===== src/rtl/ddr3_lane_dly_pkg.sv =====
// Shared types and constants for the DDR3 lane delay-line sequencer.
// Tap and phase-counter widths, line-select encodings and FSM states.
package ddr3_lane_dly_pkg;

  localparam int TAP_W = 8;
  localparam int PH_W  = 8;

  localparam logic SEL_RX = 1'b0;
  localparam logic SEL_TX = 1'b1;

  typedef logic [TAP_W-1:0] tap_t;

  typedef enum logic [2:0] {
    ST_IDLE,
    ST_PRE,
    ST_LOAD,
    ST_MOVE,
    ST_GAP,
    ST_POST,
    ST_DONE
  } state_t;

endpackage


===== src/rtl/ddr3_lane_dly_seq_if.sv =====
// Request/response bus between the training logic (master) and the
// delay-line sequencer (slave).
interface ddr3_lane_dly_seq_if
  import ddr3_lane_dly_pkg::*;
();
  logic valid;
  logic ready;
  logic sel;
  logic load;
  logic dir;
  tap_t taps;
  logic done;
  logic err;

  modport master (output valid, sel, load, dir, taps, input ready, done, err);
  modport slave  (input valid, sel, load, dir, taps, output ready, done, err);
endinterface


===== src/rtl/ddr3_lane_dly_sync.sv =====
// Two-flop synchroniser for the lane controller's asynchronous
// out-of-range flags.
module ddr3_lane_dly_sync (
  input  logic fab_clk,
  input  logic reset_n,
  input  logic async_in,
  output logic sync_out
);
  logic meta;

  always_ff @(posedge fab_clk or negedge reset_n) begin
    if (!reset_n) begin
      meta     <= 1'b0;
      sync_out <= 1'b0;
    end else begin
      meta     <= async_in;
      sync_out <= meta;
    end
  end
endmodule


===== src/rtl/ddr3_lane_dly_seq.sv =====
// Sequences tap moves and reloads on the RX/TX DQS delay lines, wrapping each
// update in HS_IO_CLK_PAUSE and tracking the current tap of both lines.
//
// state | meaning
// IDLE  | ready for a request
// PRE   | pause asserted, setup before first strobe
// LOAD  | load strobe, selected tap back to INIT_TAP
// MOVE  | one move strobe (or saturation stop)
// GAP   | settle after a move, OOR sampled on last cycle
// POST  | pause hold after last strobe
// DONE  | completion pulse
module ddr3_lane_dly_seq
  import ddr3_lane_dly_pkg::*;
#(
  parameter tap_t INIT_TAP    = 8'd1,
  parameter tap_t MAX_TAP     = 8'd255,
  parameter int   PAUSE_SETUP = 2,
  parameter int   PAUSE_HOLD  = 2,
  parameter int   MOVE_GAP    = 4
) (
  input  logic                fab_clk,
  input  logic                reset_n,
  ddr3_lane_dly_seq_if.slave  req,
  output tap_t                rx_tap,
  output tap_t                tx_tap,
  output logic                delay_line_sel,
  output logic                delay_line_load,
  output logic                delay_line_direction,
  output logic                delay_line_move,
  output logic                hs_io_clk_pause,
  input  logic                rx_delay_line_out_of_range,
  input  logic                tx_delay_line_out_of_range
);
  localparam logic [PH_W-1:0] SETUP_LAST = PH_W'(PAUSE_SETUP - 1);
  localparam logic [PH_W-1:0] HOLD_LAST  = PH_W'(PAUSE_HOLD - 1);
  localparam logic [PH_W-1:0] GAP_LAST   = PH_W'(MOVE_GAP - 1);

  state_t          state_q, state_d;
  logic [PH_W-1:0] phase_q, phase_d;
  tap_t            rem_q, rem_d;
  tap_t            rx_tap_d, tx_tap_d, cur_tap, step_tap;
  logic            is_load_q, is_load_d;
  logic            sel_d, dir_d, err_q, err_d;
  logic            load_d, move_d, pause_d, ready_q, ready_d, done_q, done_d;
  logic            rx_oor, tx_oor, oor, at_limit;

  ddr3_lane_dly_sync u_rx_sync (
    .fab_clk  (fab_clk),
    .reset_n  (reset_n),
    .async_in (rx_delay_line_out_of_range),
    .sync_out (rx_oor)
  );

  ddr3_lane_dly_sync u_tx_sync (
    .fab_clk  (fab_clk),
    .reset_n  (reset_n),
    .async_in (tx_delay_line_out_of_range),
    .sync_out (tx_oor)
  );

  assign cur_tap  = (delay_line_sel == SEL_TX) ? tx_tap : rx_tap;
  assign oor      = (delay_line_sel == SEL_TX) ? tx_oor : rx_oor;
  assign at_limit = delay_line_direction ? (cur_tap == MAX_TAP) : (cur_tap == '0);
  assign step_tap = delay_line_direction ? cur_tap + tap_t'(1) : cur_tap - tap_t'(1);

  assign req.ready = ready_q;
  assign req.done  = done_q;
  assign req.err   = err_q;

  always_comb begin
    state_d   = state_q;
    phase_d   = phase_q;
    rem_d     = rem_q;
    rx_tap_d  = rx_tap;
    tx_tap_d  = tx_tap;
    is_load_d = is_load_q;
    sel_d     = delay_line_sel;
    dir_d     = delay_line_direction;
    err_d     = err_q;
    load_d    = 1'b0;
    move_d    = 1'b0;

    case (state_q)
      ST_IDLE: begin
        if (req.valid) begin
          sel_d     = req.sel;
          dir_d     = req.dir;
          is_load_d = req.load;
          rem_d     = req.taps;
          err_d     = 1'b0;
          if (!req.load && req.taps == '0) begin
            state_d = ST_DONE;
          end else begin
            state_d = ST_PRE;
            phase_d = SETUP_LAST;
          end
        end
      end
      ST_PRE: begin
        if (phase_q == '0) state_d = is_load_q ? ST_LOAD : ST_MOVE;
        else               phase_d = phase_q - PH_W'(1);
      end
      ST_LOAD: begin
        state_d = ST_POST;
        phase_d = HOLD_LAST;
      end
      ST_MOVE: begin
        // A move strobe in this cycle means the tap really moved; otherwise we saturated.
        if (delay_line_move) begin
          state_d = ST_GAP;
          phase_d = GAP_LAST;
        end else begin
          state_d = ST_POST;
          phase_d = HOLD_LAST;
        end
      end
      ST_GAP: begin
        if (phase_q != '0) begin
          phase_d = phase_q - PH_W'(1);
        end else if (oor || rem_q == '0) begin
          err_d   = err_q | oor;
          state_d = ST_POST;
          phase_d = HOLD_LAST;
        end else begin
          state_d = ST_MOVE;
        end
      end
      ST_POST: begin
        if (phase_q == '0) state_d = ST_DONE;
        else               phase_d = phase_q - PH_W'(1);
      end
      ST_DONE: state_d = ST_IDLE;
      default: state_d = ST_IDLE;
    endcase

    // Strobes and tap updates are issued on entry so they line up with the registered outputs.
    if (state_d == ST_MOVE) begin
      if (at_limit) begin
        err_d = 1'b1;
      end else begin
        move_d = 1'b1;
        rem_d  = rem_q - tap_t'(1);
        if (delay_line_sel == SEL_TX) tx_tap_d = step_tap;
        else                          rx_tap_d = step_tap;
      end
    end
    if (state_d == ST_LOAD) begin
      load_d = 1'b1;
      if (delay_line_sel == SEL_TX) tx_tap_d = INIT_TAP;
      else                          rx_tap_d = INIT_TAP;
    end

    pause_d = (state_d == ST_PRE)  || (state_d == ST_LOAD) || (state_d == ST_MOVE) ||
              (state_d == ST_GAP)  || (state_d == ST_POST);
    ready_d = (state_d == ST_IDLE);
    done_d  = (state_d == ST_DONE);
  end

  always_ff @(posedge fab_clk or negedge reset_n) begin
    if (!reset_n) begin
      state_q              <= ST_IDLE;
      phase_q              <= '0;
      rem_q                <= '0;
      rx_tap               <= INIT_TAP;
      tx_tap               <= INIT_TAP;
      is_load_q            <= 1'b0;
      delay_line_sel       <= 1'b0;
      delay_line_direction <= 1'b0;
      delay_line_load      <= 1'b0;
      delay_line_move      <= 1'b0;
      hs_io_clk_pause      <= 1'b0;
      err_q                <= 1'b0;
      ready_q              <= 1'b0;
      done_q               <= 1'b0;
    end else begin
      state_q              <= state_d;
      phase_q              <= phase_d;
      rem_q                <= rem_d;
      rx_tap               <= rx_tap_d;
      tx_tap               <= tx_tap_d;
      is_load_q            <= is_load_d;
      delay_line_sel       <= sel_d;
      delay_line_direction <= dir_d;
      delay_line_load      <= load_d;
      delay_line_move      <= move_d;
      hs_io_clk_pause      <= pause_d;
      err_q                <= err_d;
      ready_q              <= ready_d;
      done_q               <= done_d;
    end
  end
endmodule


===== src/flat_wrapper.sv =====
// flat-port wrapper written by rule: the top's interface ports become plain ports
module ddr3_lane_dly_seq_flat import ddr3_lane_dly_pkg::*;
#(
  parameter tap_t INIT_TAP    = 8'd1,
  parameter tap_t MAX_TAP     = 8'd255,
  parameter int   PAUSE_SETUP = 2,
  parameter int   PAUSE_HOLD  = 2,
  parameter int   MOVE_GAP    = 4
)
  (fab_clk, reset_n, rx_tap, tx_tap, delay_line_sel, delay_line_load, delay_line_direction, delay_line_move, hs_io_clk_pause, rx_delay_line_out_of_range, tx_delay_line_out_of_range, req_valid, req_sel, req_load, req_dir, req_taps, req_ready, req_done, req_err);
  ddr3_lane_dly_seq_if req_i ();
  input  logic fab_clk;
  input  logic reset_n;
  output tap_t rx_tap;
  output tap_t tx_tap;
  output logic delay_line_sel;
  output logic delay_line_load;
  output logic delay_line_direction;
  output logic delay_line_move;
  output logic hs_io_clk_pause;
  input  logic rx_delay_line_out_of_range;
  input  logic tx_delay_line_out_of_range;
  input wire logic [$bits(req_i.valid)-1:0] req_valid;
  input wire logic [$bits(req_i.sel)-1:0] req_sel;
  input wire logic [$bits(req_i.load)-1:0] req_load;
  input wire logic [$bits(req_i.dir)-1:0] req_dir;
  input wire logic [$bits(req_i.taps)-1:0] req_taps;
  output wire logic [$bits(req_i.ready)-1:0] req_ready;
  output wire logic [$bits(req_i.done)-1:0] req_done;
  output wire logic [$bits(req_i.err)-1:0] req_err;
  assign req_i.valid = req_valid;
  assign req_i.sel = req_sel;
  assign req_i.load = req_load;
  assign req_i.dir = req_dir;
  assign req_i.taps = req_taps;
  assign req_ready = req_i.ready;
  assign req_done = req_i.done;
  assign req_err = req_i.err;
  ddr3_lane_dly_seq #(.INIT_TAP(INIT_TAP), .MAX_TAP(MAX_TAP), .PAUSE_SETUP(PAUSE_SETUP), .PAUSE_HOLD(PAUSE_HOLD), .MOVE_GAP(MOVE_GAP)) u_core (.fab_clk(fab_clk), .reset_n(reset_n), .req(req_i), .rx_tap(rx_tap), .tx_tap(tx_tap), .delay_line_sel(delay_line_sel), .delay_line_load(delay_line_load), .delay_line_direction(delay_line_direction), .delay_line_move(delay_line_move), .hs_io_clk_pause(hs_io_clk_pause), .rx_delay_line_out_of_range(rx_delay_line_out_of_range), .tx_delay_line_out_of_range(tx_delay_line_out_of_range));
endmodule

===== config.mk =====
export PLATFORM = sky130hd
export DESIGN_NAME = ddr3_lane_dly_seq_flat
export DESIGN_NICKNAME = d
export VERILOG_FILES = /design/src/rtl/ddr3_lane_dly_pkg.sv /design/src/rtl/ddr3_lane_dly_seq_if.sv /design/src/rtl/ddr3_lane_dly_sync.sv /design/src/rtl/ddr3_lane_dly_seq.sv /design/src/flat_wrapper.sv
export SDC_FILE = /design/constraint.sdc
export NUM_CORES = 1
export LEC_CHECK = 0
export CAP_MARGIN = 20
export CORE_AREA = 2 2 96 98
export DETAILED_ROUTE_END_ITERATION = 12
export DIE_AREA = 0 0 98 100
export DONT_BUFFER_PORTS = 1
export PLACE_DENSITY = 0.54
export SLEW_MARGIN = 20
export SYNTH_ARGS = -nofsm -noshare
export SYNTH_HDL_FRONTEND = slang
export SYNTH_SLANG_ARGS = --single-unit
export TNS_END_PERCENT = 1

===== constraint.sdc =====
create_clock -name fab_clk -period 4.5 [get_ports fab_clk]
set_clock_uncertainty 0.2 [all_clocks]
set_input_delay 0.675 -clock fab_clk [delete_from_list [all_inputs] [get_ports fab_clk]]
set_output_delay 0.675 -clock fab_clk [all_outputs]
set_load 0.005 [all_outputs]

==> results of run 1 <==
## critical path, cell delays in order (launching register included)
cell and delay (ns):
dfrtp_1 0.79, mux2i_1 0.49, inv_1 0.09, ha_1 0.31, nand3_1 0.10, o2111a_1 0.29, o211ai_1 0.20, nand4b_1 0.22
and3_1 0.25, a211o_1 0.26
## power groups by stage
stage | Sequential [uW] | Combinational (uW) | Clock, uW
CTS | 433 | 15.8 | 295
detailed placement | 442 | 3.00 | 0
global placement | 442 | 2.98 | 0
global route | 434 | 18.2 | 317
floorplan | 442 | 2.33 | 0
finish | 433 | 15.8 | 281
## through the flow
step	hold slack, ns	setup WS (ns)	instance area (sq um)
2_1_floorplan	0.1312	1.556	2849
3_3_place_gp	0.1355	1.186	2918
3_5_place_dp	0.1418	1.178	2918
4_1_cts	0.006394	1.188	3052
5_1_grt	0.1551	0.9465	3062
6_report	0.1624	1.202	3062
## cells in the mapped netlist, drive strengths merged (5+ instances only)
library cell	instances
and3	5
a211oi	5
a21oi	10
nor4	8
dfrtp	46
o21a	6
o21ai	17
nor3b	6
o2bb2ai	8
a31oi	8
inv	17
a22o	6
buf	7
clkbuf	5
nor2	28
nor3	11
ha	8
mux2	11
nand2	18
## path summary, 6_finish.rpt
path,startpoint,to,slack [ns],cells after the start
max in group asynchronous,reset_n,asynchronous set/reset pin,3.15,2
min in group asynchronous,reset_n,asynchronous set/reset pin,0.60,1
max reg2reg,u_core.delay_line_sel$_DFFE_PN0P_,register,1.20,9
min,u_core.u_tx_sync.meta$_DFF_PN0_,u_core.u_tx_sync.sync_out$_DFF_PN0_,0.16,0
min reg2reg,u_core.u_tx_sync.meta$_DFF_PN0_,u_core.u_tx_sync.sync_out$_DFF_PN0_,0.16,0
max,u_core.delay_line_sel$_DFFE_PN0P_,register,1.20,9
## cell families after synthesis
group                      after synthesis
xor gates and xnor gates                 2
buffers and inverters                   29
muxes                                   15
and+or+nand+nor                        103
DFF                                     48
adders and majority gates                9
AOI/OAI and AO/OA                       88
## area by class of cell
type | instances | area [sq um] | share of cell area
Clock buffer | 6 | 82.58 | 0.02697
Clock inverter | 2 | 13.76 | 0.004495
Inverter | 17 | 63.81 | 0.02084
Multi-Input combinational cell | 217 | 1504 | 0.4912
Sequential cell | 48 | 1204 | 0.3931
Tap cell | 111 | 138.9 | 0.04536
Timing Repair Buffer | 4 | 55.05 | 0.01798
## routing by layer
| layer | routed length, microns | vias up | global-route usage |
|---|---|---|---|
| met4 | 79 | 0 | 0.03526 |
| met5 | 0 | - | 0 |
| met2 | 3282 | 41 | 0.2392 |
| met1 | 3223 | 1108 | 0.1968 |
| met3 | 284 | 6 | 0.03273 |
| li1 | - | 1099 | - |
## cells in the final DEF, fill, tap and decap left out, types with 3 or more instances in the layout
master / Yosys / routed
or3_1: 4 / 4
ha_1: 8 / 8
o31ai_1: 4 / 4
o21ai_0: 14 / 14
dfrtp_1: 46 / 46
a21o_1: 4 / 4
nor2b_1: 3 / 3
o41ai_1: 4 / 4
nor4_1: 6 / 6
a31oi_1: 8 / 8
nand2b_1: 3 / 3
a21oi_1: 9 / 9
mux2_2: 10 / 10
a211oi_1: 5 / 5
a22oi_1: 3 / 3
clkbuf_8: 0 / 6
nor2_1: 28 / 28
nand2_1: 18 / 18
nor3_1: 11 / 11
o21a_1: 6 / 6
nor4b_1: 3 / 3
mux2i_1: 4 / 4
and3_1: 5 / 5
nand3_1: 4 / 4
a22o_1: 6 / 6
nor3b_1: 6 / 6
o211ai_1: 3 / 3
inv_1: 17 / 17
o2bb2ai_1: 8 / 8
## repair_timing
action                                 4_1_cts  5_1_grt
hold buffers                                 2        1
endpoints found under the hold margin       47        1
setup buffers                                0        0
==> results.md, run 1 <==
- HP Class: register to register
- Routed vias: 2254
- DR WL/cell: 16.96 microns
- Root Driver: clkbuf_8
- First-pass GRT wire length: 11650 microns
- Clock Power Share: 0.385
- Post-synthesis mux area share: 0.05885
- TritonRoute pass-1 iters: 4
- Final Hold Viols: 0
- Crit path launch type: register
- CTS tree: built
- Die Y-Extent: 100 microns
- Die Area: 9800 sq um
- Initial antenna violation count: 0
- CTS Buf Count: 5
- Final nets: 318
- Fin crit share: 0.7329
- H-tree depth: 2
- Synth Instances: 294
- Worst-skew pair later-pin latency: 0.31 ns
- Unrepaired setup endpoints after global routing: no
- Synth Area in Compound Gates: 0.2253
- CP Data Required Time: 4.49 ns
- Sequential fraction of design power: 0.593
- Final setup fails: 0
- Syn_nets: 319
- Drt via density: 5.565
- Synthesis-stage register bit count: 48
- Final core area utilization: 0.3444
- Post-synth EDFFs: 0
- Sequential share of the synthesized area: 0.4225
- Synth top area cells: dfrtp_1 (40%), mux2_2 (4.0%), nor2_1 (3.7%)
- Congestion Overflow GR: 0
- Simple-Gate Fraction of Synth Area: 0.1954
- GRT Total Usage: 0.1456
- Post-Synthesis Cell Area: 2849 sq um
- Unique masters post-synth: 56
- Die span in x: 98 microns
- Combinational Power Share: 0.022
- Worst-Margin Slew: 0.9698 ns
- PwrDens: 238.6 nW/um^2
- Initial Util: 0.3205
- Vias in the first global route: 2221
- F_max: 0.3032 GHz
- Critical Path AT: 3.29 ns
- Drc violations: 0
- Largest family of logic cells by synthesized area: compound AO/OA/AOI/OAI gates
- Placed insts: 394
- Number of max-cap violations: 0
- XOR/XNOR share of the synthesized area: 0.006148
- CORE AREA: 8890 sq um
- I/O pin cnt: 40
- Worst slew margin: 0.3496
- Dpl hpwl: 4991 microns
- Fillers: 921
- Setup CP Type: register to register
- DR iter-0 viols: 91
- Remaining antenna violation count: 0
- GP Congestion: 0.7970
- Non-Filler Instances: 405
- Post-synth top area cell: dfrtp_1
- Largest net degree at the start of global routing: 48
- Routed WL: 6869 microns
- Leak: 0.001194 uW
- Final Power: 730.4 uW
- Mapped Avg Cell Area: 9.690 sq um
- Asr flop ratio synth: 1.000
- Clock Tree Buf Depth: 2
- Post-CTS sizing: 0
- Ys Warns: 0
- Power Internal: 564.0 uW
- Setup TNS: 0 ns
- Most used DFF post-synth: dfrtp_1
- Net Sw Frac: 0.2278
- Clk sink count: 48
- Post-synth top area share: 0.4040
- # rows: 35
- Max Slew Vio Count: 0
- Worst-path clk slew: 0.09 ns
- Peak supply drop: 94.86 uV
- Final Critical Period: 3.298 ns
- Diode count: 0
- Run status: finished, final reports clean
- Critical Path Fanout Max: 17
- Area Overhead vs Synth: 7.466%
- Input/output buffers: 0
- Share of layout cells above drive strength 1: 0.1088
- CP endpoint kind: register
- Adder-Cell Fraction of Synth Area: 0.04216
- Sw Pwr: 166.4 uW
(Power assumes the default switching activity.)
==> inputs of run 2 (changes only) <==
Settings changed: ABC_AREA set to 1, CORE_AREA 2 2 96 98 to 2 2 104 106, DIE_AREA 0 0 98 100 to 0 0 106 108, PLACE_DENSITY 0.54 to 0.56.
Clock period 4.5 ns to 3 ns, I/O delays scaled along.
==> results.md, run 2 <==
- Critical Path AT: 2.70 ns
- Drt via density: 4.656
- M3 GR Usage: 0.03376
- Post-CTS sizing: 0
- Die Y-Extent: 108 microns
- PwrDens: 1117 nW/um^2
- Input/output buffers: 0
- Drc violations: 0
- Initial antenna violation count: 0
- Most Used Layer, Global Route: met2
- Final setup fails: 0
- Fillers: 1097
- GP Congestion: 0.8713
- Ys Warns: 0
- Worst setup margin: 0.3425 ns
- Synth Instances: 447
- Routed WL: 7710 microns
- Dpl hpwl: 5847 microns
- Synthesis-stage register bit count: 48
- Unique masters post-synth: 37
- Run status: finished, final reports clean
- Worst-path clk slew: 0.09 ns
- GRT Total Usage: 0.1411
- Post-synth top cells: nand2_1 (133), inv_1 (58), dfrtp_1 (46)
- Most common cell after layout, fill and taps aside: nand2_1
- Most common cell in the netlist: nand2_1
- Share of layout cells above drive strength 1: 0.1416
- GR Util met1: 0.1857
- Synth top area cells: dfrtp_1 (35%), nand2_1 (15%), inv_1 (6.6%)
- Initial Util: 0.3237
- Vias in the first global route: 2678
- HP Class: input port to register
- CP endpoint kind: register
- Worst-Margin Slew: 0.3791 ns
- Setup CP Type: register to register
- Post-Synthesis Cell Area: 3312 sq um
- Fin crit share: 0.8858
- Worst slew margin: 0.7469
- Crit path launch type: register
- Die span in x: 106 microns
- Post-place setup slack: 0.3823 ns
- Number of max-cap violations: 0
- Root Driver: clkbuf_8
- Post-synth EDFFs: 0
- Mapped Avg Cell Area: 7.409 sq um
- TritonRoute pass-1 iters: 4
- Most frequent cells in the layout: nand2_1 (133), inv_1 (58), dfrtp_1 (46)
- Remaining antenna violation count: 0
- CTS Buf Count: 5
- CP most frequent cell: nand2_1
- Final Critical Period: 2.658 ns
- Post-synth top area share: 0.3476
- GR Util met2: 0.2318
- Clock Tree Buf Depth: 2
- Unrepaired setup endpoints after global routing: no
- Setup TNS: 0 ns
- Slowest cell on the critical path: dfrtp_1
- Sequential share of the synthesized area: 0.3634
- Peak supply drop: 325.6 uV
- Min Hold Slack: 0.07153 ns
- CTS tree: built
- F_max: 0.3763 GHz
- Syn_nets: 472
- Final nets: 476
- Area Overhead vs Synth: 9.067%
- DR iter-0 viols: 121
- Crit-path cells: buf_12 -> nand2_1 -> o21ai_1 -> inv_2 -> ha_1 -> nand2_1 -> o21ai_1 -> nand2_1 -> nand2_1 -> nand2_1 -> nand2_1 -> nand3_1 -> nor2_1 -> nor2_1 -> nand2_1
- Post-synth top area cell: dfrtp_1
- Largest net degree at the start of global routing: 49
- Diode count: 0
- Leak: 0.001857 uW
- # rows: 37
- Register area: 1204 sq um
- Slowest stage delay, CP: 0.56 ns
- Multi-input gate area: 1794 sq um
- Final Hold Viols: 0
- Max Slew Vio Count: 0
- First-pass GRT wire length: 13030 microns
- DR WL/cell: 13.11 microns
- H-tree depth: 2
- Clk sink count: 48
- Most used DFF post-synth: dfrtp_1
- CORE AREA: 10230 sq um
- Routed vias: 2738
- CP Data Required Time: 3.04 ns
- Die Area: 11450 sq um
- Congestion Overflow GR: 0
- I/O pin cnt: 40
- Critical Path Fanout Max: 23
- Asr flop ratio synth: 1.000
- Worst-skew pair later-pin latency: 0.30 ns
## run 2: changes by cell type in the layout (fill, tap and decap cells not counted), moves of 8 or more
cell and delta:
nand2_1 +115, inv_2 +9, o2bb2ai_1 -8, o21ai_1 +9, xor2_1 +10, nand2_2 +14
nor2_1 +12, mux2_2 -10, nand3_1 +15, inv_1 +41
## run 2: repair_timing
action / 4_1_cts / 5_1_grt
hold buffers: 4 / 0
setup buffers: 0 / 0
endpoints found under the hold margin: 50 / 0
## run 2: cell type report
cell class	instances	share of cell area
tap	136	0.04711
clock inverter	2	0.009699
multi-input combinational	323	0.4967
timing repair buffer	6	0.02355
sequential	48	0.3332
inverter	67	0.06962
clock buffer	6	0.02009
## run 2: final timing paths
kind                                                         from                                  end  slack [ns]  cells past startpoint
worst max-delay path            u_core.delay_line_sel$_DFFE_PN0P_                             register        0.34                     15
worst min-delay path                                     req_load         u_core.is_load_q$_DFFE_PN0P_        0.07                      2
worst max register to register  u_core.delay_line_sel$_DFFE_PN0P_                             register        0.34                     15
worst min register to register    u_core.u_rx_sync.meta$_DFF_PN0_  u_core.u_rx_sync.sync_out$_DFF_PN0_        0.16                      0
max in group asynchronous                                 reset_n           asynchronous set/reset pin        1.88                      2
min in group asynchronous                                 reset_n        u_core.phase_q[6]$_DFFE_PN0P_        0.45                      2
## run 2: cells by family (layout without fill, tap and decap cells)
| family | after synthesis | in the layout | synth area share |
|---|---|---|---|
| adders and majority gates | 9 | 9 | 0.03627 |
| and+or+nand+nor | 251 | 251 | 0.3804 |
| DFF | 48 | 48 | 0.3634 |
| AOI/OAI and AO/OA | 49 | 49 | 0.08802 |
| buffers and inverters | 76 | 81 | 0.09482 |
| xor gates and xnor gates | 14 | 14 | 0.03702 |
## run 2: through the flow
| stage | power [uW] | utilization | cell area [sq um] | std cells |
|---|---|---|---|---|
| 3_3_place_gp | 3512 | 0.3369 | 3447 | 576 |
| 4_1_cts | 4073 | 0.3531 | 3612 | 588 |
| 2_1_floorplan | 3083 | - | 3312 | 447 |
| 5_1_grt | 4462 | 0.3531 | 3612 | 588 |
| 6_report | 4036 | 0.3531 | 3612 | 588 |
| 3_5_place_dp | 3557 | 0.3369 | 3447 | 576 |
## run 2: routing by layer
metal	vias to the layer above	routed length, microns
li1	1413	-
met1	1262	3630
met2	55	3584
met3	8	405
met4	0	89
met5	-	0
## run 2: report_power, final
| group | total (uW) | internal (uW) | switching, uW |
|---|---|---|---|
| logic | 2380 | 847 | 1540 |
| clock network | 474 | 248 | 226 |
| registers | 1180 | 907 | 272 |
| total | 4040 | 2000 | 2030 |
## run 2: critical path, delay by kind of cell (launching register included)
family          cells  cell delay [ns]
compound gates      2             0.43
buf+inv             2             0.28
fa+ha+maj           1             0.35
flops               1             0.56
simple gates       10             0.77
==> inputs of run 3 (changes only) <==
Settings changed: CORE_AREA 2 2 104 106 to 2 2 85 87, DIE_AREA 0 0 106 108 to 0 0 87 89, PLACE_DENSITY 0.56 to 0.74.
==> results.md, run 3 (synthesis gave the netlist of run 2 again) <==
- Run status: finished, final reports clean
- Setup TNS: 0 ns
- Routed vias: 2776
- Diode count: 0
- Routed WL: 6956 microns
- Share of layout cells above drive strength 1: 0.1438
- Critical Path AT: 2.54 ns
- Root Driver: clkbuf_8
- CTS tree: built
- HP Class: input port to register
- Multi-input gate area: 1794 sq um
- Initial Util: 0.4929
- # rows: 30
- Fillers: 642
- Drt via density: 5.218
- Remaining antenna violation count: 0
- GP Congestion: 0.9067
- CTS Buf Count: 5
- CP top delay family: simple AND/OR/NAND/NOR gates
- Clock Tree Buf Depth: 2
- R2r worst-path depth: 15
- Slowest stage delay, CP: 0.36 ns
- Worst slew margin: 0.7512
- Crit-path cells: buf_4 -> nand2_1 -> o21ai_1 -> inv_2 -> ha_1 -> nand2_1 -> o21ai_1 -> nand2_1 -> nand2_1 -> nand2_1 -> nand2_1 -> nand3_1 -> nor2_1 -> nor2_1 -> nand2_1
- Die Area: 7743 sq um
- Clk sink count: 48
- Min-delay src: req_load
- DR iter-0 viols: 162
- Post-CTS sizing: 0
- Slowest cell on the critical path: dfrtp_1
- Die Y-Extent: 89 microns
- Hold path cells: 2
- Number of max-cap violations: 0
- Worst-path clk slew: 0.10 ns
- Crit path launch type: register
- Final Critical Period: 2.491 ns
- GRT Total Usage: 0.1924
- CP Data Required Time: 3.05 ns
- Min-Delay Endpoint: u_core.is_load_q$_DFFE_PN0P_
- Fin crit share: 0.8303
- Congestion Overflow GR: 0
- Most frequent cells in the layout: nand2_1 (133), inv_1 (58), dfrtp_1 (46)
- Input/output buffers: 0
- Critical Path Fanout Max: 30
- Dpl hpwl: 5174 microns
- Largest net degree at the start of global routing: 49
- Worst-skew pair later-pin latency: 0.31 ns
- Reg2Reg Launch Point: u_core.delay_line_sel$_DFFE_PN0P_
- Most common cell after layout, fill and taps aside: nand2_1
- Min Hold Slack: 0.06104 ns
- Final Hold Viols: 0
- Setup CP Type: register to register
- Final setup fails: 0
- Unrepaired setup endpoints after global routing: no
- CP endpoint kind: register
- F_max: 0.4015 GHz
- PwrDens: 1120 nW/um^2
- H-tree depth: 2
- DR WL/cell: 13.08 microns
- I/O pin cnt: 40
- CORE AREA: 6719 sq um
- Initial antenna violation count: 0
- Final nets: 476
- Max Slew Vio Count: 0
- Buf/Inv on CP: 2
- Die span in x: 87 microns
- Leak: 0.001849 uW
- Area Overhead vs Synth: 6.120%
- Drc violations: 0
- Worst-Margin Slew: 0.3726 ns
- Register area: 1204 sq um
- CP most frequent cell: nand2_1
- TritonRoute pass-1 iters: 5
- Vias in the first global route: 2511
- Reg2Reg Setup Slack: 0.51 ns
- First-pass GRT wire length: 11800 microns
- Peak supply drop: 694.5 uV
## run 3: final cells by class
type | instances | share of cell area
clock buffer | 6 | 0.02350
clock inverter | 2 | 0.002848
inverter | 67 | 0.07156
multi-input combinational | 323 | 0.5105
sequential | 48 | 0.3425
tap | 80 | 0.02848
timing repair buffer | 6 | 0.02065
## run 3: stage by stage
stage / cells / total power [uW] / utilization / setup WS [ns] / cell area (sq um)
after global routing: 532 / 4349 / 0.5231 / 0.1922 / 3515
after detailed placement: 520 / 3499 / 0.5007 / 0.5522 / 3364
after floorplan: 447 / 3083 / - / 0.8229 / 3312
after CTS: 532 / 3946 / 0.5231 / 0.5361 / 3515
final: 532 / 3935 / 0.5231 / 0.5091 / 3515
after global placement: 520 / 3443 / 0.5007 / 0.6119 / 3364
## run 3: worst max-delay path by stage
stage                                      start        to  slack [ns]  depth (start not counted)
2_1_floorplan  u_core.delay_line_sel$_DFFE_PN0P_  register        0.82                         13
3_3_place_gp   u_core.delay_line_sel$_DFFE_PN0P_  register        0.61                         15
3_5_place_dp   u_core.delay_line_sel$_DFFE_PN0P_  register        0.55                         14
4_1_cts        u_core.delay_line_sel$_DFFE_PN0P_  register        0.54                         14
5_1_grt        u_core.delay_line_sel$_DFFE_PN0P_  register        0.19                         15
6_report       u_core.delay_line_sel$_DFFE_PN0P_  register        0.51                         15
## run 3: timing repair
item / CTS / global route
hold buffers: 4 / 0
setup buffers: 0 / 0
endpoints found under the hold margin: 50 / 0
setup endpoints to repair: 0 / 0
## run 3: routing by layer
layer	global-route usage	routed length (microns)	vias up
li1	-	-	1412
met1	0.2723	3350	1263
met2	0.2956	3097	91
met3	0.04340	394	10
met4	0.05682	114	0
met5	0	0	-
## run 3: where the power goes
group / total, uW / switching (uW) / internal, uW
Clock: 408 / 223 / 184
Sequential: 1150 / 238 / 908
Combinational: 2380 / 1550 / 833
## run 3: worst register-to-register path, cell delays in order (launching register included)
cell     delay, ns
dfrtp_1       0.36
buf_4         0.32
nand2_1       0.09
o21ai_1       0.12
inv_2         0.06
ha_1          0.34
nand2_1       0.07
o21ai_1       0.25
nand2_1       0.11
nand2_1       0.08
nand2_1       0.04
nand2_1       0.07
nand3_1       0.07
nor2_1        0.13
nor2_1        0.05
nand2_1       0.06
